### config.mk
export PLATFORM = sky130hd
export DESIGN_NAME = pipe_seg_adder
export DESIGN_NICKNAME = d
export VERILOG_FILES = /design/src/rtl/pipe_adder_pkg.sv /design/src/rtl/adder_seg.sv /design/src/rtl/pipe_seg_adder.sv
export SDC_FILE = /design/constraint.sdc
export NUM_CORES = 1
export LEC_CHECK = 0
export CAP_MARGIN = 0
export CORE_ASPECT_RATIO = 0.6
export CORE_MARGIN = 4
export CORE_UTILIZATION = 30
export DETAILED_ROUTE_END_ITERATION = 6
export DONT_BUFFER_PORTS = 1
export SLEW_MARGIN = 25
export SYNTH_ARGS = -nofsm -noshare
export SYNTH_HDL_FRONTEND = slang
export SYNTH_SLANG_ARGS = --single-unit
### constraint.sdc
create_clock -name clk -period 2.6 [get_ports clk]
set_input_delay 0.52 -clock clk [delete_from_list [all_inputs] [get_ports clk]]
set_output_delay 0.52 -clock clk [all_outputs]
set_load 0.02 [all_outputs]
### src/rtl/pipe_adder_pkg.sv
// Shared constants for the segmented adder/subtractor family.
package pipe_adder_pkg;

  localparam logic OP_ADD = 1'b0;
  localparam logic OP_SUB = 1'b1;

endpackage

### src/rtl/adder_seg.sv
// One SEG-bit slice of the segmented adder: sum, carry-out and carry into the slice MSB.
module adder_seg #(
  parameter int SEG = 8
) (
  input  logic [SEG-1:0] a,
  input  logic [SEG-1:0] b,
  input  logic           cin,
  output logic [SEG-1:0] sum,
  output logic           cout,
  output logic           c_msb
);

  assign {cout, sum} = {1'b0, a} + {1'b0, b} + {{SEG{1'b0}}, cin};

  // The carry into the MSB is recovered from the MSB sum bit, so it works for any SEG >= 1.
  assign c_msb = sum[SEG-1] ^ a[SEG-1] ^ b[SEG-1];

endmodule

### src/rtl/pipe_seg_adder.sv
// Pipelined WIDTH-bit adder/subtractor: one SEG-bit carry-chained segment per stage,
// valid/ready handshake with a single global advance enable.
module pipe_seg_adder
  import pipe_adder_pkg::*;
#(
  parameter int WIDTH = 32,
  parameter int SEG   = 8
) (
  input  logic             clk,
  input  logic             rst,
  input  logic             in_valid,
  output logic             in_ready,
  input  logic [WIDTH-1:0] in_a,
  input  logic [WIDTH-1:0] in_b,
  input  logic             in_cin,
  input  logic             in_op,
  output logic             out_valid,
  input  logic             out_ready,
  output logic [WIDTH-1:0] out_sum,
  output logic             out_cout,
  output logic             out_ovf
);

  localparam int STAGES = WIDTH / SEG;

  logic             en;
  logic [WIDTH-1:0] b_eff;
  logic             cin_eff;

  logic             valid_chain [STAGES];
  logic             carry_chain [STAGES];
  logic             ovf_chain   [STAGES];
  logic [WIDTH-1:0] opa_chain   [STAGES];
  logic [WIDTH-1:0] opb_chain   [STAGES];

  assign en       = !valid_chain[STAGES-1] || out_ready;
  assign in_ready = en;

  assign b_eff   = (in_op == OP_SUB) ? ~in_b : in_b;
  assign cin_eff = (in_op == OP_SUB) ? 1'b1  : in_cin;

  generate
    for (genvar gi = 0; gi < STAGES; gi++) begin : g_stage
      logic [WIDTH-1:0] a_src;
      logic [WIDTH-1:0] b_src;
      logic             c_src;
      logic             v_src;
      logic [WIDTH-1:0] a_next;
      logic [WIDTH-1:0] b_next;
      logic [SEG-1:0]   seg_sum;
      logic             seg_cout;
      logic             seg_cmsb;

      logic             valid_reg;
      logic             carry_reg;
      logic             ovf_reg;
      logic [WIDTH-1:0] opa_reg;
      logic [WIDTH-1:0] opb_reg;

      if (gi == 0) begin : g_first
        assign a_src = in_a;
        assign b_src = b_eff;
        assign c_src = cin_eff;
        assign v_src = in_valid;
      end else begin : g_chain
        assign a_src = opa_chain[gi-1];
        assign b_src = opb_chain[gi-1];
        assign c_src = carry_chain[gi-1];
        assign v_src = valid_chain[gi-1];
      end

      adder_seg #(.SEG(SEG)) u_seg (
        .a     (a_src[SEG-1:0]),
        .b     (b_src[SEG-1:0]),
        .cin   (c_src),
        .sum   (seg_sum),
        .cout  (seg_cout),
        .c_msb (seg_cmsb)
      );

      // Operands rotate right by one segment per stage; each finished segment sum
      // enters at the top, so after the last stage the word is already in order.
      if (STAGES == 1) begin : g_single
        assign a_next = seg_sum;
        assign b_next = b_src;
      end else begin : g_rot
        assign a_next = {seg_sum, a_src[WIDTH-1:SEG]};
        assign b_next = {b_src[SEG-1:0], b_src[WIDTH-1:SEG]};
      end

      always_ff @(posedge clk) begin
        if (rst) begin
          valid_reg <= 1'b0;
          carry_reg <= 1'b0;
          ovf_reg   <= 1'b0;
          opa_reg   <= '0;
          opb_reg   <= '0;
        end else if (en) begin
          valid_reg <= v_src;
          carry_reg <= seg_cout;
          ovf_reg   <= seg_cout ^ seg_cmsb;
          opa_reg   <= a_next;
          opb_reg   <= b_next;
        end
      end

      assign valid_chain[gi] = valid_reg;
      assign carry_chain[gi] = carry_reg;
      assign ovf_chain[gi]   = ovf_reg;
      assign opa_chain[gi]   = opa_reg;
      assign opb_chain[gi]   = opb_reg;
    end
  endgenerate

  assign out_valid = valid_chain[STAGES-1];
  assign out_sum   = opa_chain[STAGES-1];
  assign out_cout  = carry_chain[STAGES-1];
  assign out_ovf   = ovf_chain[STAGES-1];

endmodule

* Word-level counts from Yosys, hierarchy flattened
Index checks and enable logic that the tools add are counted.
** Cells by class
- $add $sub $neg :: 8
- Muxes and demuxes :: 2
- Bitwise gates (word level) :: 4
- Reduce and logical (&&, ||, !) cells :: 2
** Operators with widths (number)
- $add 8x8->9 :: 4
- $add 9x1->9 :: 4
- $mux 32 :: 1
- $not 32->32 :: 1
- $xor 1x1->1 :: 3
- $logic_not 1->1 :: 1
- $logic_or 1x1->1 :: 1
- $mux 1 :: 1
** Storage, ports and cells
- Flip-flop bits (word level) :: 185
- Logic and storage cells :: 32

* Longest topological paths before layout
- Depth in word-level cells :: 5
- Gate-level depth with buffers :: 12
- Depth with buffers taken out :: 10

* Hierarchy
From an unflattened synthesis, not the netlist that was laid out.
** Unflattened totals
- Cell total of the unflattened synthesis :: 990
- Area, all modules :: 8366.8 µm²
** By module, submodules not included
- pipe_seg_adder :: times used 1, cells each 816, area each 6862.8 µm², seq. area each 3703.6 µm²
- adder_seg at g_stage[1].u_seg ... :: times used 3, cells each 44, area each 376.6 µm², seq. area each 0.0 µm²
- adder_seg at g_stage[0].u_seg :: times used 1, cells each 42, area each 374.1 µm², seq. area each 0.0 µm²

* Worst setup path after synthesis
OpenSTA, ideal clock, no wires.
- Kind :: input to register
- From :: input in_op
- To :: register g_stage[0].opa_reg[30]
- Arrival :: 2.683 ns
- Data required time :: 2.538 ns
- Path slack :: -0.145 ns
- Stages :: 12
- Buffers on the path :: 2
- Cell sequence :: clkbuf_1 buf_2 or2_2 fa_1 inv_1 fa_1 nor2b_1 o21ai_1 a21boi_0 o21a_1 or3_1 nand3_1
** On the way
- Word-level cells in the longest chain between the ends :: 3
- Elaborated cells on any way between the ends :: 4
- Those cells by class :: add/sub (2); mux (2)
** Ends and longest elaborated chain
- from (decl) :: line pipe_seg_adder.sv:16 : input logic in_op,
- $mux 32 :: line pipe_seg_adder.sv:39 : assign b_eff = (in_op == OP_SUB) ? ~in_b : in_b;
- $add 8x8->9 :: line adder_seg.sv:13 : assign {cout, sum} = {1'b0, a} + {1'b0, b} + {{SEG{1'b0}}, cin};
- $add 9x1->9 (*) :: line adder_seg.sv:13
- to (signal assigned) :: line pipe_seg_adder.sv:102 : opa_reg <= a_next;
- to (decl) :: line pipe_seg_adder.sv:57 : logic [WIDTH-1:0] opa_reg;
Mark *: on every way between the ends. The rest lies on a longest branch, timed or not.
A chain may end at the register's enable or synchronous reset.

* Worst setup path after layout
- From :: register g_stage[2].carry_reg
- To :: register g_stage[3].ovf_reg, in the netlist out_ovf
** On the way
- Word-level cells in the longest chain between the ends :: 4
** Ends and longest elaborated chain
- from (decl) :: line pipe_seg_adder.sv:55 : logic carry_reg;
- from (signal assigned) :: line pipe_seg_adder.sv:100 : carry_reg <= seg_cout;
- $add 9x1->9 (*) :: line adder_seg.sv:13
- $xor 1x1->1 (2 in a row) :: line adder_seg.sv:16 : assign c_msb = sum[SEG-1] ^ a[SEG-1] ^ b[SEG-1];
- $xor 1x1->1 (*) :: line pipe_seg_adder.sv:101 : ovf_reg <= seg_cout ^ seg_cmsb;
- to (signal assigned) :: line pipe_seg_adder.sv:101
- to (decl) :: line pipe_seg_adder.sv:56 : logic ovf_reg;
Marks and branches as above.

==> results.json <==
{
  "cp_top_family": "adder cells",
  "wl_per_cell_um": 14.31,
  "hold_path.class": "in -> reg",
  "worstSetupPathType": "reg -> reg",
  "fillerInstances": 2686,
  "slew_headroom_pct": 45.27,
  "slew_viol_final": 0,
  "synthMuxAreaShare_pct": 0.1268,
  "multiInputGateArea_um2": 3860,
  "ys_seq_area_share_pct": 46.90,
  "synth_top_family_by_area": "simple AND/OR/NAND/NOR gates",
  "h-tree-depth": 4,
  "timing.rr.start": "g_stage[2].carry_reg$_SDFFE_PP0P_",
  "synth_edf_count": 0,
  "drt_iter0_drc": 352,
  "routed-via-count": 6168,
  "fin_crit_sh_pct": 95.36,
  "synthXorXnorAreaFrac_pct": 4.880,
  "synth_fa_ha_area_share_pct": 6.465,
  "antenna_found_initial": 2,
  "hold_buffers": 0,
  "cts-root-buf": "clkbuf_16",
  "hp-start": "rst",
  "hold_end": "g_stage[0].opa_reg[6]$_SDFFE_PP0P_",
  "cts_buffer_depth": 2,
  "syn-num-nets": 1084,
  "met1_length_um": 9789,
  "tightestPinTransition_ns": 0.8210,
  "crit_arrival_ns": 2.85,
  "initial_utilization_pct": 30.82,
  "place_ws_ns": 0.006570,
  "synthFlopType": "dfxtp_1",
  "dpl.hpwl_um": 12030,
  "path_buf_inv": 0,
  "critPathMaxStageDelay_ns": 0.47,
  "top_layer": "met5",
  "syn2layout_area_growth_pct": 11.04,
  "fin_skew_ns": 0.01014,
  "firstDrtPassIters": 4,
  "holdPathStages": 1,
  "drive_gt1_share_pct": 5.263,
  "grt_pass1_wl_um": 30100,
  "clock.fmax_ghz": 0.4033,
  "cts_tree": "yes",
  "fin_ws_ns": 0.1207,
  "power.density_nw_per_um2": 713.9,
  "synthSimpleGateAreaFrac_pct": 20.38,
  "synth_top_area_share_pct": 46.90,
  "yosysTopAreaCell": "dfxtp_1",
  "grt_util_all_layers_pct": 12.89,
  "ff2ff_setup_slack_ns": 0.12,
  "async_reset_ff_share_pct": 0,
  "critical_path_required_ns": 2.97,
  "antenna_cells": 0,
  "rr_worst_depth": 8,
  "setup_violations": 0,
  "crit_slowest_cell": "fa_1",
  "syn_area_per_cell_um2": 8.074,
  "synthesis.area_um2": 7896,
  "core-area_um2": 25620,
  "ff_latch_area_um2": 3704,
  "clkSinkCount": 185,
  "worstSetupStartpointType": "register",
  "die_height_um": 133.7,
  "die-area_um2": 29070,
  "grt_max_degree": 198,
  "grt_pass1_vias": 5697,
  "gp_congestion": 0.7724,
  "crit_path_end_kind": "register",
  "wl_um": 18630,
  "finalHoldViolCount": 0,
  "p_leak_nw": 3.311,
  "rr_endpoint": "out_ovf$_SDFFE_PP0P_",
  "drc": 0,
  "setup_tns_ns": 0,
  "std_cell_rows": 45,
  "maxCapViolations": 0,
  "route.met3.wl_um": 1255,
  "synth_seq_cells": 185,
  "outcome": "finished clean",
  "ir_worst_vdd_v": 0.0003844,
  "synth_cells": 978,
  "yosys_warnings": 0,
  "io_buffers": 0,
  "rsz0062_at_grt": "no",
  "cp_cell_sequence": "fa_1 -> fa_2 -> a21oi_4 -> o22ai_2 -> or3_1 -> o311ai_2 -> xor2_1 -> a211oi_2",
  "io_pins": 106,
  "largest_reg_flops": 96,
  "met2_wirelength_um": 7318,
  "nets": 1043,
  "synth_compound_area_share_pct": 16.65,
  "via_per_inst": 4.737,
  "postRouteAntennaNets": 0,
  "die_w_um": 217.4,
  "period_needed_ns": 2.479,
  "path_clk_slew_ns": 0.07,
  "clkLatencyLatePin_ns": 0.44,
  "cts_buffers": 17,
  "synth.distinct_cells": 39,
  "grt_overflow_total": 0,
  "path_max_fanout": 3,
  "synth_area_leaders": "dfxtp_1, nand2_1, a21oi_1"
}
-- cells in the mapped netlist, drive strengths merged (4+ instances only) --
cell and number:
nor2b 7, nor3b 4, xnor2 30, clkbuf 47
xor2 14, dfxtp 185, fa 8, nand3 10
or3 5, a21oi 164, nand3b 9, nand2 277
nor3 8, a211oi 32, o21ai 23, buf 20
nor2 50, nor4 7, inv 24, ha 28
-- area by class of cell --
class / instances / area share [%]
Clock buffer: 18 / 5.009
Inverter: 24 / 1.084
Clock inverter: 14 / 1.598
Timing Repair Buffer: 7 / 1.027
Multi-Input combinational cell: 702 / 44.02
Tap cell: 352 / 5.023
Sequential cell: 185 / 42.24
-- report_power, final --
| group | leakage (nW) | switching, mW | internal, mW |
|---|---|---|---|
| registers | 1.52 | 0.138 | 3.02 |
| logic | 1.52 | 0.269 | 0.248 |
| clock network | 0.273 | 1.21 | 1.37 |
| total | 3.31 | 1.62 | 4.64 |
-- per-layer routing --
metal / vias up / track usage [%]
li1: 3187 / -
met1: 2857 / 18.23
met2: 97 / 17.70
met3: 23 / 5.425
met4: 4 / 3.918
met5: - / 0
-- timing repair --
item | in CTS | in global routing
setup buffers | 0 | 0
endpoints found under the setup margin | 1 | 1
resized for setup | 1 | 3
pin swaps | 0 | 1
-- worst max path at each step --
stage / slack, ns / cells past startpoint / end / from
after detailed placement: 0.007 / 8 / out_ovf$_SDFFE_PP0P_ / g_stage[2].carry_reg$_SDFFE_PP0P_
final: 0.12 / 8 / out_ovf$_SDFFE_PP0P_ / g_stage[2].carry_reg$_SDFFE_PP0P_
after global routing: 0.03 / 8 / out_ovf$_SDFFE_PP0P_ / g_stage[2].carry_reg$_SDFFE_PP0P_
after global placement: 0.05 / 8 / out_ovf$_SDFFE_PP0P_ / g_stage[2].carry_reg$_SDFFE_PP0P_
after floorplan: 0.0009 / 12 / g_stage[0].opa_reg[30]$_SDFFE_PP0P_ / in_op
after CTS: 0.01 / 8 / out_ovf$_SDFFE_PP0P_ / g_stage[2].carry_reg$_SDFFE_PP0P_
-- cells in the final DEF, fill, tap and decap left out, types with 4 or more instances in the layout --
master      synthesis  layout
nand2_1           277     277
nand3_1            10      10
nor2_1             50      50
nor3_1              8       8
clkinvlp_4          0       4
inv_6               0       4
a211oi_1           31      31
nor3b_1             4       4
buf_4               0       4
o21ai_0            15      15
a21oi_1           163     162
or3_1               5       5
nand3b_1            9       9
xnor2_1            30      30
fa_1                8       6
nor2b_1             7       6
o21ai_1             8       8
nor4_1              7       7
clkbuf_16           0      17
inv_1              23      23
xor2_1             14      14
dfxtp_1           185     185
ha_1               28      28
-- stage by stage --
stage | area, um2 | std cells | util (%) | hold slack, ns | total power, mW
3_3_place_gp | 8169 | 1270 | 31.89 | 0.4348 | 3.731
6_report | 8768 | 1302 | 34.23 | 0.1492 | 6.260
5_1_grt | 8768 | 1302 | 34.23 | 0.1132 | 6.574
3_5_place_dp | 8169 | 1270 | 31.89 | 0.4388 | 3.744
2_1_floorplan | 7906 | 978 | - | 0.4321 | 3.658
4_1_cts | 8752 | 1302 | 34.16 | 0.1121 | 6.357
-- kinds of logic (layout without fill, tap and decap cells) --
kind of cell    after synthesis  after routing
compound gates              235            235
xor+xnor                     44             44
fa+ha+maj                    36             36
buf+inv                      91             63
flops                       185            185
mux                           1              1
simple gates                386            386
No activity file was read; power rests on OpenSTA's default activity.
